[config.mk]
export PLATFORM = sky130hd
export DESIGN_NAME = tt_um_jimktrains_vslc_prefetch
export DESIGN_NICKNAME = d
export VERILOG_FILES = /design/src/rtl/vslc_pkg.sv /design/src/rtl/tt_um_jimktrains_vslc_sync_fifo.sv /design/src/rtl/tt_um_jimktrains_vslc_prefetch.sv
export SDC_FILE = /design/constraint.sdc
export NUM_CORES = 1
export LEC_CHECK = 0
export BUFFER_PORTS_ARGS = -buffer_cell sky130_fd_sc_hd__buf_2
export CAP_MARGIN = 20
export CORE_ASPECT_RATIO = 1.1
export CORE_MARGIN = 4
export CORE_UTILIZATION = 60
export DETAILED_ROUTE_END_ITERATION = 6
export HOLD_SLACK_MARGIN = 0.08
export PLACE_DENSITY_LB_ADDON = 0.15
export SLEW_MARGIN = 20
export SYNTH_ARGS = -nofsm -noshare
export SYNTH_HDL_FRONTEND = slang
export SYNTH_SLANG_ARGS = --single-unit
[constraint.sdc]
create_clock -name clk -period 4.15 [get_ports clk]
set_input_delay 0 -clock clk [delete_from_list [all_inputs] [get_ports clk]]
set_output_delay 0 -clock clk [all_outputs]
set_load 0.01 [all_outputs]
[src/rtl/vslc_pkg.sv]
// Shared types and constants for the VSLC program prefetcher: sequencer states,
// header byte offsets and the default EEPROM address width.
package vslc_pkg;

    localparam int VSLC_ADDR_W  = 9;

    localparam int HDR_START_HI = 0;
    localparam int HDR_START_LO = 1;
    localparam int HDR_END_HI   = 2;
    localparam int HDR_END_LO   = 3;

    typedef enum logic [2:0] {
        HEADER  = 3'd0,
        RUN     = 3'd1,
        DRAIN   = 3'd2,
        RESTART = 3'd3,
        HALT    = 3'd4
    } state_t;

endpackage

[src/rtl/tt_um_jimktrains_vslc_sync_fifo.sv]
// Synchronous FIFO with occupancy count; the head word is read straight from
// storage registers, so rd_data is registered and cleared by reset.
module tt_um_jimktrains_vslc_sync_fifo #(
    parameter int DEPTH = 8,
    parameter int WIDTH = 8
) (
    input  logic                       clk,
    input  logic                       rst,
    input  logic                       push,
    input  logic                       pop,
    input  logic [WIDTH-1:0]           wr_data,
    output logic [WIDTH-1:0]           rd_data,
    output logic                       full,
    output logic                       empty,
    output logic [$clog2(DEPTH):0]     count
);
    localparam int PTR_W = $clog2(DEPTH);
    localparam int CNT_W = PTR_W + 1;

    logic [WIDTH-1:0] mem [DEPTH];
    logic [PTR_W-1:0] wr_ptr;
    logic [PTR_W-1:0] rd_ptr;
    logic             do_push;
    logic             do_pop;

    assign full    = (count == CNT_W'(DEPTH));
    assign empty   = (count == '0);
    assign rd_data = mem[rd_ptr];

    // A push into a full FIFO is only taken when the head leaves in the same cycle.
    assign do_pop  = pop && !empty;
    assign do_push = push && (!full || do_pop);

    always_ff @(posedge clk) begin
        if (rst) begin
            wr_ptr <= '0;
            rd_ptr <= '0;
            count  <= '0;
            for (int i = 0; i < DEPTH; i++) begin
                mem[i] <= '0;
            end
        end else begin
            if (do_push) begin
                mem[wr_ptr] <= wr_data;
                wr_ptr      <= wr_ptr + PTR_W'(1);
            end
            if (do_pop) begin
                rd_ptr <= rd_ptr + PTR_W'(1);
            end
            case ({do_push, do_pop})
                2'b10:   count <= count + CNT_W'(1);
                2'b01:   count <= count - CNT_W'(1);
                default: count <= count;
            endcase
        end
    end

endmodule

[src/rtl/tt_um_jimktrains_vslc_prefetch.sv]
// Program-byte prefetch and scan sequencer between the EEPROM reader and the executor.
// Define VSLC_PREFETCH_HDR_CHECK_EN to reject bad headers (hdr_err, HALT).
//
// state   | meaning
// HEADER  | capturing the 4 header bytes by address
// RUN     | pushing program bytes in [start_addr, end_addr]
// DRAIN   | reader held, waiting for the executor to empty the FIFO
// RESTART | one-cycle restart + scan_start pulse, reader reloads start_addr
// HALT    | header rejected; stays here until rst
module tt_um_jimktrains_vslc_prefetch
    import vslc_pkg::*;
#(
    parameter int DEPTH  = 8,
    parameter int ADDR_W = VSLC_ADDR_W
) (
    input  logic              clk,
    input  logic              rst,
    input  logic              byte_valid,
    input  logic [7:0]        byte_data,
    input  logic [ADDR_W-1:0] byte_addr,
    output logic              instr_valid,
    output logic [7:0]        instr_data,
    input  logic              instr_ready,
    output logic              hold_n,
    output logic              restart,
    output logic [ADDR_W-1:0] start_addr,
    output logic              scan_start,
    output logic              overflow,
    output logic              hdr_err
);
    localparam int CNT_W = $clog2(DEPTH) + 1;

    state_t            state;
    state_t            state_next;
    logic [ADDR_W-1:0] start_q;
    logic [ADDR_W-1:0] end_q;
    logic [ADDR_W-1:0] end_cand;
    logic              overflow_q;
    logic              hold_n_q;
    logic              restart_q;
    logic              scan_start_q;
    logic              wait_start_q;
    logic              push_req;
    logic              push_ok;
    logic              pop_ok;
    logic              bounded;
    logic              in_range;
    logic              hdr_bad;
    logic              fifo_full;
    logic              fifo_empty;
    logic [CNT_W-1:0]  fifo_count;
    logic [CNT_W-1:0]  count_next;

    tt_um_jimktrains_vslc_sync_fifo #(
        .DEPTH (DEPTH),
        .WIDTH (8)
    ) u_fifo (
        .clk     (clk),
        .rst     (rst),
        .push    (push_req),
        .pop     (instr_ready),
        .wr_data (byte_data),
        .rd_data (instr_data),
        .full    (fifo_full),
        .empty   (fifo_empty),
        .count   (fifo_count)
    );

    assign instr_valid = !fifo_empty;
    assign hold_n      = hold_n_q;
    assign restart     = restart_q;
    assign scan_start  = scan_start_q;
    assign start_addr  = start_q;
    assign overflow    = overflow_q;

    // End address as it will be once the low byte in flight is captured.
    assign end_cand = {end_q[ADDR_W-1:8], byte_data};

`ifdef VSLC_PREFETCH_HDR_CHECK_EN
    logic hdr_err_q;
    assign hdr_bad = (end_cand == '0) || (end_cand < start_q);
    assign hdr_err = hdr_err_q;

    always_ff @(posedge clk) begin
        if (rst) begin
            hdr_err_q <= 1'b0;
        end else if (state == HEADER && state_next == HALT) begin
            hdr_err_q <= 1'b1;
        end
    end
`else
    assign hdr_bad = 1'b0;
    assign hdr_err = 1'b0;
`endif

    // An unusable end address turns the scan into an open-ended stream from start_addr.
    assign bounded  = (end_q != '0) && (end_q >= start_q);
    assign in_range = (byte_addr >= start_q) && (!bounded || byte_addr <= end_q);

    assign pop_ok  = instr_ready && !fifo_empty;
    assign push_ok = push_req && (!fifo_full || pop_ok);

    always_comb begin
        state_next = state;
        push_req   = 1'b0;
        case (state)
            HEADER: begin
                if (byte_valid && byte_addr == ADDR_W'(HDR_END_LO)) begin
                    state_next = hdr_bad ? HALT : RUN;
                end
            end
            RUN: begin
                if (byte_valid && in_range && (!wait_start_q || byte_addr == start_q)) begin
                    push_req = 1'b1;
                    if (bounded && byte_addr == end_q) begin
                        state_next = DRAIN;
                    end
                end
            end
            DRAIN: begin
                if (fifo_empty) begin
                    state_next = RESTART;
                end
            end
            RESTART: state_next = RUN;
            HALT:    state_next = HALT;
            default: state_next = HEADER;
        endcase
    end

    always_comb begin
        count_next = fifo_count;
        case ({push_ok, pop_ok})
            2'b10:   count_next = fifo_count + CNT_W'(1);
            2'b01:   count_next = fifo_count - CNT_W'(1);
            default: count_next = fifo_count;
        endcase
    end

    always_ff @(posedge clk) begin
        if (rst) begin
            state        <= HEADER;
            start_q      <= '0;
            end_q        <= '0;
            overflow_q   <= 1'b0;
            hold_n_q     <= 1'b1;
            restart_q    <= 1'b0;
            scan_start_q <= 1'b0;
            wait_start_q <= 1'b0;
        end else begin
            state <= state_next;
            if (state == HEADER && byte_valid) begin
                if (byte_addr == ADDR_W'(HDR_START_HI)) begin
                    start_q[ADDR_W-1:8] <= byte_data[ADDR_W-9:0];
                end
                if (byte_addr == ADDR_W'(HDR_START_LO)) begin
                    start_q[7:0] <= byte_data;
                end
                if (byte_addr == ADDR_W'(HDR_END_HI)) begin
                    end_q[ADDR_W-1:8] <= byte_data[ADDR_W-9:0];
                end
                if (byte_addr == ADDR_W'(HDR_END_LO)) begin
                    end_q[7:0] <= byte_data;
                end
            end
            if (push_req && fifo_full && !pop_ok) begin
                overflow_q <= 1'b1;
            end
            // Reader may still deliver stale bytes after a reload; wait for start_addr.
            if (state == RESTART) begin
                wait_start_q <= 1'b1;
            end else if (push_req) begin
                wait_start_q <= 1'b0;
            end
            restart_q    <= (state_next == RESTART);
            scan_start_q <= (state_next == RESTART) || (state == HEADER && state_next == RUN);
            // Threshold at DEPTH-1 leaves room for the byte already in flight.
            hold_n_q     <= !((state_next == DRAIN) || (state_next == HALT) ||
                              (count_next >= CNT_W'(DEPTH - 1)));
        end
    end

endmodule

Word level (Yosys, flattened, before mapping):

Memory sizes are Yosys's and may differ from the RTL's. A register that Yosys moved wholly into a read port is not among the register bits.
Cells that the tools add are included.

* output and inout bits: 23
* flip-flop bits (word level): 36
* memories: 1
* memory bits (writable): 64
* input port bits: 21

Memory list
* u_fifo.mem: words 8, bits a word 8, read ports 1, clocked after Yosys merged registers in 1, write ports 8, line tt_um_jimktrains_vslc_sync_fifo.sv:20 `logic [WIDTH-1:0] mem [DEPTH];`

* eq/ne operators: 16
* mux-type cells: 20
* reduce and logical (&&, ||, !) cells: 34
* magnitude comparators: 4
* add/sub/neg operators: 4

Operator list (count)
* $mux W3: 7
* $eq A9 B2 Y1 const B: 2
* $eq A9 B9 Y1: 2
* $ge A9 B9 Y1: 2
* $pmux W3 S5: 1
* $eq A3 B2 Y1 const B: 4
* $logic_and A1 B1 Y1: 12
* $mux W1: 10
* $eq A9 B1 Y1 const B: 1
* $le A9 B9 Y1: 1
* $logic_not A9 Y1: 1
* $reduce_bool A9 Y1: 1
* $mux W8: 1
* $pmux W4 S2: 1
* $reduce_and A2 Y1: 4
* $reduce_or A8 Y1: 1
* $add A3 B1 Y3 const B: 2
* $eq A3 B1 Y1 const B: 2
* $eq A3 B3 Y1 const B: 2
* $logic_not A1 Y1: 6
* $logic_or A1 B1 Y1: 6
* $add A4 B1 Y4 const B: 1
* $eq A4 B4 Y1 const B: 1
* $ge A4 B3 Y1 const B: 1
* 6 further kinds: 6

Longest topological paths before layout:

Gate-level depths: netlist of run 1.

* depth after elaboration: 15
* gate-level depth with buffers: 15
* mapped depth without buffers: 14

Hierarchy:

A second synthesis of run 1 with hierarchy kept.

* cells, all modules: 481
* area, all modules: 5436.5 sq um

By module, submodules not included
* tt_um_jimktrains_vslc_sync_fifo: area each 3573.4 sq um, cells each 260, sequential area each 2182.1 sq um, instances 1
* tt_um_jimktrains_vslc_prefetch: area each 1863.0 sq um, cells each 221, sequential area each 520.5 sq um, instances 1

Worst setup path after synthesis of run 1:

OpenSTA, ideal clock, no wires.

* path type: flip-flop to flip-flop
* start: register start_q[2], in the netlist start_addr[2]
* end: register hold_n_q, in the netlist hold_n
* buffers on the path: 1
* path slack: 907 ps
* arrival time: 3147 ps
* library setup time: 95 ps
* stages on the path, launching flop included: 16
* clock period less this slack: 3243 ps
* cells stage by stage: dfxtp_1 inv_1 ha_1 a21o_1 a31oi_1 o21ai_0 a21o_1 a311oi_1 buf_2 nor2_1 xor2_1 ha_1 or3_1 mux2i_1 mux2_2 a221oi_1

* word-level cells in the longest chain between the ends: 15

Ends and longest elaborated chain
* from (decl): line tt_um_jimktrains_vslc_prefetch.sv:35 `logic [ADDR_W-1:0] start_q;`
* from (signal, indexed assignment): line tt_um_jimktrains_vslc_prefetch.sv:154 `start_q[ADDR_W-1:8] <= byte_data[ADDR_W-9:0];`
* from (signal assigned): line tt_um_jimktrains_vslc_prefetch.sv:157 `start_q[7:0] <= byte_data;`
* $ge A9 B9 Y1: line tt_um_jimktrains_vslc_prefetch.sv:97 `assign bounded = (end_q != '0) && (end_q >= start_q);`
* $logic_and A1 B1 Y1: line tt_um_jimktrains_vslc_prefetch.sv:97
* $logic_not A1 Y1: line tt_um_jimktrains_vslc_prefetch.sv:98 `assign in_range = (byte_addr >= start_q) && (!bounded || byte_addr <= end_q);`
* $logic_or A1 B1 Y1: line tt_um_jimktrains_vslc_prefetch.sv:98
* $logic_and A1 B1 Y1: line tt_um_jimktrains_vslc_prefetch.sv:98
* $logic_and A1 B1 Y1 (2 in a row): line tt_um_jimktrains_vslc_prefetch.sv:113 `if (byte_valid && in_range && (!wait_start_q || byte_addr == start_q)) begin`
* $mux W1: line tt_um_jimktrains_vslc_prefetch.sv:113
* $mux W1: line tt_um_jimktrains_vslc_prefetch.sv:106 `case (state)`
* $logic_and A1 B1 Y1: line tt_um_jimktrains_vslc_prefetch.sv:101 `assign push_ok = push_req && (!fifo_full || pop_ok);`
* $eq A2 B1 Y1 / $eq A2 B2 Y1 (equally long branches): line tt_um_jimktrains_vslc_prefetch.sv:133 `case ({push_ok, pop_ok})`
* $pmux W4 S2: line tt_um_jimktrains_vslc_prefetch.sv:133
* $ge A4 B3 Y1: line tt_um_jimktrains_vslc_prefetch.sv:179 `(count_next >= CNT_W'(DEPTH - 1)));`
* $logic_or A1 B1 Y1 (*): line tt_um_jimktrains_vslc_prefetch.sv:178 `hold_n_q <= !((state_next == DRAIN) || (state_next == HALT) ||`
* $logic_not A1 Y1 (*): line tt_um_jimktrains_vslc_prefetch.sv:178
* to (signal assigned): line tt_um_jimktrains_vslc_prefetch.sv:178
* to (decl): line tt_um_jimktrains_vslc_prefetch.sv:39 `logic hold_n_q;`

Every way passes the cells marked *; elsewhere a longest branch is shown, timed or not.
A chain may end at the register's enable or synchronous reset.

Worst setup path after layout of run 1:

* start: register start_q[1], in the netlist start_addr[1]
* end: register hold_n_q, in the netlist hold_n

The elaborated chain is that of the path after synthesis.

==> results of run 1 <==
## synth_stat cells, types with 2 or more instances
cell type,n
o21bai_1,9
o21ai_0,5
o22ai_1,2
nor3b_1,4
nand3b_1,5
nor2_1,102
a21o_1,2
nand2b_1,3
and4_1,5
xnor2_1,2
ha_1,30
nor4_1,4
a211o_1,2
edfxtp_1,64
buf_1,2
nand2_1,28
buf_2,2
inv_1,24
xor2_1,4
mux2i_1,23
mux4_2,16
nand3_1,6
dfxtp_1,39
clkbuf_1,12
nor3_1,3
mux2_2,9
buf_4,2
a21oi_1,18
nor2b_1,5
and2_1,2
a211oi_1,2
## registers in the layout, indices dropped and copies added, names as in the netlist, named ones only
register       count
u_fifo.mem        64
end_q              9
start_addr         9
u_fifo.count       4
state              3
u_fifo.rd_ptr      3
u_fifo.wr_ptr      3
hold_n             1
overflow           1
restart            1
scan_start         1
wait_start_q       1
## worst max-delay path, delay by kind of cell (launching register included)
kind            cells  cell delay [ns]
simple gates        3             0.55
mux                 2             0.54
compound gates      5             1.09
xor+xnor            1             0.14
flops               1             0.36
fa+ha+maj           2             0.49
buf+inv             2             0.29
## area by class of cell
cell class / count / area (um2) / area share [%]
Sequential cell: 103 / 2700 / 47.0
Tap cell: 111 / 139 / 2.42
Inverter: 24 / 90.1 / 1.57
Clock inverter: 7 / 66.3 / 1.15
Clock buffer: 9 / 124 / 2.15
Multi-Input combinational cell: 307 / 2220 / 38.6
Timing Repair Buffer: 65 / 410 / 7.14
## worst paths after layout
check	startpoint	end	slack (ns)
worst min-delay path	rst	flop	0.19
worst max register to register	start_addr[1]	hold_n	0.61
worst min register to register	u_fifo.rd_ptr[1]	flop	0.50
worst max-delay path	start_addr[1]	hold_n	0.61
## cells by family after synthesis
group	synth area share, %
other	0.0735
flip-flops	53.0
XOR/XNOR	1.03
AO/OA/AOI/OAI	6.11
adder cells (fa/ha/maj)	7.36
buffers and inverters	3.51
multiplexers	13.6
AND/OR/NAND/NOR	15.3
## timing repair
action,in CTS,in global routing
setup buffers,0,0
hold buffers,11,0
endpoints found under the hold margin,37,0
## report_power, final
group          switching [mW]  total, mW  leakage (nW)  internal (mW)
registers              0.0616       1.18         0.975           1.12
logic                   0.167      0.355          1.16          0.188
clock network           0.377      0.608        0.0949          0.232
## metal layers
| metal | global-route usage, % | wire length (um) | share of wire, % | up-vias |
|---|---|---|---|---|
| met5 | 0 | 0 | 0 | - |
| met4 | 7.01 | 131 | 1.2 | 0 |
| met3 | 3.74 | 539 | 4.8 | 10 |
| met2 | 42.0 | 5860 | 53 | 87 |
| met1 | 29.9 | 4590 | 41 | 1758 |
| li1 | - | - | - | 1728 |
==> flow_summary.toml, run 1 <==
[run_status]
outcome = "finished, final reports clean"

[layout]
n_antenna_cell = 0
fillers = 632
area_growth_syn_to_layout_pct = 12.8
drive_gt1_share_pct = 19.2
finalInstanceArea_um2 = 5750
final_cells = 626
final_cell_mix = "102 x nor2_1, 64 x edfxtp_1, 42 x buf_2, 38 x dfxtp_1, 30 x ha_1"
fin_nets = 561
finish.utilization_pct = 69.1
final_common_cell = "nor2_1"

[yosys]
synth-main-ff-cell = "edfxtp_1"
netlist_instances = 453
synthTopCellsByArea = "edfxtp_1 38%, dfxtp_1 15%, nor2_1 7.5%"
async_flop_share_pct = 0
synth_nets = 504
synth_edf_count = 64
synth_top_cell_by_area = "edfxtp_1"
synth_top_area_share_pct = 37.7
synth_cell_types = 48
syn_area_um2 = 5100
synth_warnings = 0
synth_seq_cells = 103
ys_seq_area_share_pct = 53.0
syn_area_per_cell_um2 = 11.3

[pwr]
total_power_mw = 2.15
powerDensity_nw_per_um2 = 373
power.leakage_nw = 2.23
max-vdd-ir-drop_v = 0.000264

[die]
dieArea_um2 = 10000
core_um2 = 8320
fp.dieW_um = 95.9
die_h_um = 105
io_pins = 44
initial_core_util_pct = 61.3
rows = 35

[clock_network]
htreeDepth = 3
clk_latency_ns = 0.38
cts_buffer_depth = 2
cts_resized = 0
cts_sinks = 103
cts_buffers = 9
cts_root_buf = "clkbuf_8"
cts_tree = "done"
cts.clk_slew.worst_paths_ns = 0.11

[worst_setup_path]
worstPathArrival_ns = 3.82
crit_top_cell = "ha_1"
worstPathMaxFanout = 11
path_cells = "inv_1 -> ha_1 -> nor2b_1 -> o31ai_1 -> a211oi_1 -> o311ai_1 -> a311oi_1 -> buf_4 -> nor2_1 -> xor2_1 -> ha_1 -> or3_1 -> mux2i_1 -> mux2_2 -> a221oi_1"
cp.required_ns = 4.43
cp_slowest_cell = "mux2_2"
reg2regPathDepth = 15
critPathCaptureType = "flop"
slowest_delay_ns = 0.37
critPathKind = "flop to flop"
setup.worst_path.start_class = "flop"

[drt]
drt-total-wl_um = 11100
vias = 3583
wl_per_cell_um = 17.8
drt_iter0_markers = 212
drtPass1Iterations = 4
drtAntennaViolNets = 0
route.detailed.drc = 0
viasPerCell = 5.72

[placement]
gp_congestion = 0.902
dpl_cell_area_um2 = 5450
dp_cells = 599
dp_hpwl_um = 7970
dp_slack_ns = 0.697
portBuffers = 42

[sta]
fin_tns_setup_ns = 0
max_freq_ghz = 0.282
final_hold_viol_count = 0
rsz0062_at_grt = "false"
relSlewSlack_pct = 45.2
timing.hold.ws_ns = 0.193
finalClockSkew_ns = 0.0150
setup_violations = 0
min_period_over_period_pct = 85.3
worst_slack_ns = 0.608
tightest_slew_ns = 0.821
drv_slew = 0
period_needed_ns = 3.54

[global_routing]
grt_pass1_wl_um = 18100
antenna_found_initial = 0
gr-total-overflow = 0
grt_max_degree = 47
grt_usage_pct = 23.9
grt_pass1_vias = 3707

[flow_run]
maxCapViolations = 0

[min_path]
hold_path_class = "primary input to flop"
hold_path_depth = 2
No activity file was read; power rests on OpenSTA's default activity.
==> run 2, diff against run 1 <==
BUFFER_PORTS_ARGS = default   (was -buffer_cell sky130_fd_sc_hd__buf_2)
CELL_PAD_IN_SITES_DETAIL_PLACEMENT = 1   (was default)
CELL_PAD_IN_SITES_GLOBAL_PLACEMENT = 1   (was default)
CORE_UTILIZATION = 51   (was 60)
DONT_BUFFER_PORTS = 1   (was default)
MAX_ROUTING_LAYER = met4   (was default)
==> run 2 against run 1 <==
Net effect:
- global-route usage fell by 0.50 points
- highest routed layer unchanged
- clock power rose by 12%
- clock-buffer cell count did not move
- sequential power barely moved
- sequential share of layout area rose by 0.42 points
- non-clock buffer count fell by 30
- fmax fell by 4.0%
- routed wire length rose by 11%
- power rose by 2.4%
- via count fell by 3.0%
- largest cell class unchanged
- critical path depth did not move
- critical path type unchanged
- hold slack got worse by 0.083 ns
==> flow_summary.toml, run 2 (same netlist as run 1, synthesis figures left out) <==
[global_routing]
antenna_found_initial = 0
grt_pass1_vias = 3818
grt_pass1_wl_um = 19900
grt_max_degree = 45
gr-total-overflow = 0
grt_usage_pct = 23.4

[worst_setup_path]
slowest_delay_ns = 0.42
worstPathArrival_ns = 3.96
reg2regPathDepth = 15
critPathKind = "flop to flop"
regToRegEndpoint = "hold_n"
cp_slowest_cell = "dfxtp_1"
crit_top_cell = "ha_1"
rrSetupSlack_ns = 0.46
cp.depth = 15
cp_num_buf_inv = 2
crit_family = "compound AO/OA/AOI/OAI gates"
cp.required_ns = 4.42
worstPathMaxFanout = 11
setup.worst_path.start_class = "flop"
critPathCaptureType = "flop"
r2r_start = "start_addr[1]"
path_cells = "inv_1 -> ha_1 -> nor2b_1 -> o31ai_1 -> a211oi_1 -> o311ai_1 -> a311oi_1 -> buf_4 -> nor2_1 -> xor2_1 -> ha_1 -> or3_1 -> mux2i_1 -> mux2_2 -> a221oi_1"

[drt]
route.detailed.drc = 0
drt-total-wl_um = 12300
drtAntennaViolNets = 0
drt_iter0_markers = 153
wl_per_cell_um = 20.4
vias = 3474
viasPerCell = 5.75
drtPass1Iterations = 4

[pwr]
powerDensity_nw_per_um2 = 386
max-vdd-ir-drop_v = 0.000223
power.leakage_nw = 2.08

[layout]
final_common_cell = "nor2_1"
largest_register_ffs = 64
final_cell_mix = "102 x nor2_1, 64 x edfxtp_1, 38 x dfxtp_1, 30 x ha_1, 28 x nand2_1"
regMostFlops = "u_fifo.mem"
fin_nets = 531
area_growth_syn_to_layout_pct = 11.8
finish.utilization_pct = 58.2
drive_gt1_share_pct = 11.8
final_cells = 604
n_antenna_cell = 0

[clock_network]
htreeDepth = 3
cts_sinks = 103
cts_buffer_depth = 2
cts.clk_slew.worst_paths_ns = 0.09
clk_latency_ns = 0.37
cts_resized = 0
post_cts_buffers = 0
cts_root_buf = "clkbuf_8"
cts_tree = "done"
cts_buffers = 9

[sta]
finalClockSkew_ns = 0.00509
setup_violations = 0
fin_tns_setup_ns = 0
period_needed_ns = 3.69
relSlewSlack_pct = 45.3
rsz0062_at_grt = "false"
timing.hold.ws_ns = 0.110
drv_slew = 0
final_hold_viol_count = 0
min_period_over_period_pct = 88.9
worst_slack_ns = 0.461
tightest_slew_ns = 0.819
max_freq_ghz = 0.271

[min_path]
hold_path_depth = 4
worstHoldStart = "instr_ready"
hold_path_class = "primary input to flop"
min_to = "u_fifo.count[2]"

[die]
io_pins = 44
rows = 38
dieArea_um2 = 11700
initial_core_util_pct = 52.1
die_h_um = 113
fp.dieW_um = 103
core_um2 = 9790

[placement]
dp_hpwl_um = 8580
portBuffers = 0
gp_congestion = 0.841
dp_cells = 567
dp_slack_ns = 0.560

[run_status]
outcome = "finished, final reports clean"

[flow_run]
maxCapViolations = 0
run 2: cell types whose count changed in the layout (fill, tap and decap cells not counted), sizes merged:
cell / delta
inv: -3
dlygate4sd3: +10
clkinvlp: +2
bufinv: +2
buf: -40
clkinv: -2
run 2: worst max-delay path by stage:
stage / from / endpoint / slack (ns)
2_1_floorplan: start_addr[2] / hold_n / 0.91
3_3_place_gp: start_addr[1] / hold_n / 0.64
3_5_place_dp: start_addr[1] / hold_n / 0.56
4_1_cts: start_addr[1] / hold_n / 0.48
5_1_grt: start_addr[1] / hold_n / 0.35
6_report: start_addr[1] / hold_n / 0.46
run 2: metrics by stage:
| step | total power [mW] | instance area [um2] |
|---|---|---|
| after floorplan | 1.45 | 5100 |
| after global placement | 1.50 | 5260 |
| after detailed placement | 1.52 | 5260 |
| after CTS | 2.22 | 5700 |
| after global routing | 2.30 | 5700 |
| final | 2.20 | 5700 |
run 2: timing repair:
item / CTS / global route
endpoints found under the hold margin: 167 / 0
hold buffers: 22 / 0
endpoints found under the setup margin: 0 / 0
run 2: report_power, final:
| part | internal, mW | switching (mW) |
|---|---|---|
| clock | 0.334 | 0.343 |
| combinational | 0.175 | 0.163 |
| sequential | 1.12 | 0.0606 |
| total | 1.63 | 0.567 |
run 2: worst register-to-register path, delay by kind of cell, from the launching register on:
| family | cells | cell delay, ns |
|---|---|---|
| AO/OA/AOI/OAI | 5 | 1.17 |
| AND/OR/NAND/NOR | 3 | 0.62 |
| adder cells (fa/ha/maj) | 2 | 0.50 |
| multiplexers | 2 | 0.50 |
| flip-flops | 1 | 0.42 |
| buffers and inverters | 2 | 0.30 |
| XOR/XNOR | 1 | 0.09 |
run 2: metal layers:
layer	share of wire [%]	GRT usage [%]
met4	1.6	6.13
met1	41	28.4
met5	0	-
met2	53	39.6
met3	4.8	4.87
run 2: layout make-up:
type | count | area (um2)
multi-input combinational | 307 | 2220
fill | 1028 | 4100
timing repair buffer | 35 | 328
tap | 120 | 150
clock inverter | 6 | 86.3
inverter | 24 | 90.1
clock buffer | 9 | 124
sequential | 103 | 2700
==> run 3, diff against run 2 <==
CORE_UTILIZATION = 40   (was 51)
==> run 3 against run 2 <==
Net effect:
- power grew 8.2%
- highest routed layer unchanged
- register-to-register slack gained 0.06 ns
- fmax grew 1.5%
- sequential share of layout area shrank 0.55 points
- setup slack gained 0.056 ns
- non-clock buffer count shrank 6
- utilization shrank 12 points
- clock skew grew 0.0047 ns
- largest cell class unchanged
- design area grew 1.2%
- critical path depth is the same
- sequential cell count is the same
==> flow_summary.toml, run 3 (same netlist as run 1, synthesis figures left out) <==
[run_status]
outcome = "finished, final reports clean"

[drt]
drtAntennaViolNets = 0
vias = 3429
wl_per_cell_um = 20.4
route.detailed.drc = 0
drtPass1Iterations = 4
viasPerCell = 5.39
drt-total-wl_um = 13000
drt_iter0_markers = 163

[sta]
drv_slew = 0
max_freq_ghz = 0.275
finalClockSkew_ns = 0.00982
setup_violations = 0
worst_slack_ns = 0.517
timing.hold.ws_ns = 0.0942
rsz0062_at_grt = "false"
fin_tns_setup_ns = 0
tightest_slew_ns = 0.850
final_hold_viol_count = 0
min_period_over_period_pct = 87.5
relSlewSlack_pct = 43.3
period_needed_ns = 3.63

[clock_network]
cts_root_buf = "clkbuf_16"
htreeDepth = 3
cts_buffer_depth = 2
cts_buffers = 9
post_cts_buffers = 0
cts_resized = 0
cts.clk_slew.worst_paths_ns = 0.07
cts_sinks = 103
cts_tree = "done"
clk_latency_ns = 0.35

[worst_setup_path]
cp.required_ns = 4.41
worstPathMaxFanout = 11
critPathKind = "flop to flop"
reg2regPathDepth = 15
cp-endpoint = "hold_n"
r2r_start = "start_addr[1]"
startpoint = "start_addr[1]"
rrSetupSlack_ns = 0.52
worstPathArrival_ns = 3.89
regToRegEndpoint = "hold_n"
critPathCaptureType = "flop"
setup.worst_path.start_class = "flop"

[global_routing]
gr-total-overflow = 0
use_met1_pct = 23.8
use_met2_pct = 32.3
use_met3_pct = 3.24
grt_usage_pct = 19.4
antenna_found_initial = 0
grt-busiest-layer = "met2"
grt_max_degree = 43
grt_pass1_vias = 3769
grt_pass1_wl_um = 20500

[layout]
area_growth_syn_to_layout_pct = 13.1
fillers = 1354
finalInstanceArea_um2 = 5770
final_common_cell = "nor2_1"
drive_gt1_share_pct = 12.1
n_antenna_cell = 0
fin_nets = 525
largest_register_ffs = 64
final_cell_mix = "102 x nor2_1, 64 x edfxtp_1, 38 x dfxtp_1, 30 x ha_1, 28 x nand2_1"
regMostFlops = "u_fifo.mem"
finish.utilization_pct = 46.0
final_cells = 636

[placement]
dp_slack_ns = 0.497
dp_cells = 605
portBuffers = 0
dp_hpwl_um = 8970
dpl_cell_area_um2 = 5310
gp_congestion = 0.797

[die]
core_um2 = 12500
initial_core_util_pct = 40.7
io_pins = 44
die_h_um = 126
fp.dieW_um = 116
rows = 43
dieArea_um2 = 14600

[pwr]
total_power_mw = 2.38
max-vdd-ir-drop_v = 0.000255
power.leakage_nw = 2.11
powerDensity_nw_per_um2 = 412

[flow_run]
maxCapViolations = 0

[min_path]
hold_path_class = "primary input to flop"
## run 3: changes by cell type in the layout (fill, tap and decap cells not counted)
cell / delta
clkinv_4: +2
clkinvlp_4: -2
clkbuf_8: -9
bufinv_16: -1
clkbuf_16: +9
clkinv_1: -1
dlygate4sd3_1: -7
clkbuf_1: +2
buf_4: +1
clkinv_2: +1
## run 3: cell type report
class | instances | area, um2 | share of cell area (%)
Clock inverter | 5 | 60.1 | 1.04
Timing Repair Buffer | 29 | 265 | 4.60
Inverter | 24 | 90.1 | 1.56
Tap cell | 157 | 196 | 3.41
Multi-Input combinational cell | 307 | 2220 | 38.5
Sequential cell | 103 | 2700 | 46.9
Clock buffer | 11 | 233 | 4.04
## run 3: where the power goes
part	internal [mW]	total (mW)	switching, mW
Clock	0.470	0.852	0.383
Sequential	1.12	1.19	0.0634
Combinational	0.175	0.339	0.165
Total	1.77	2.38	0.611
## run 3: how the worst min path moves through the flow
stage | start | to | slack [ns] | depth (start not counted)
floorplan | byte_data[0] | end_q[0] | 0.14 | 2
global placement | rst | wait_start_q | 0.08 | 1
detailed placement | rst | wait_start_q | 0.08 | 1
CTS | rst | u_fifo.mem[6][4] | 0.08 | 2
global route | rst | u_fifo.mem[6][4] | 0.11 | 2
finish | byte_addr[0] | start_addr[6] | 0.09 | 4
## run 3: routing by layer
layer	up-vias	part of all wire [%]
met5	-	0
met4	0	1.4
met3	12	3.3
met2	50	51
met1	1706	45
li1	1661	-
## run 3: critical path, cell delays in order (launching register included)
cell	delay (ns)
dfxtp_1	0.43
inv_1	0.10
ha_1	0.29
nor2b_1	0.13
o31ai_1	0.21
a211oi_1	0.11
o311ai_1	0.46
a311oi_1	0.10
buf_4	0.20
nor2_1	0.13
xor2_1	0.09
ha_1	0.19
or3_1	0.37
mux2i_1	0.15
mux2_2	0.36
a221oi_1	0.23
## run 3: timing repair
| item | in CTS | in global routing |
|---|---|---|
| hold buffers | 15 | 0 |
| endpoints found under the hold margin | 137 | 0 |
| endpoints found under the setup margin | 0 | 0 |
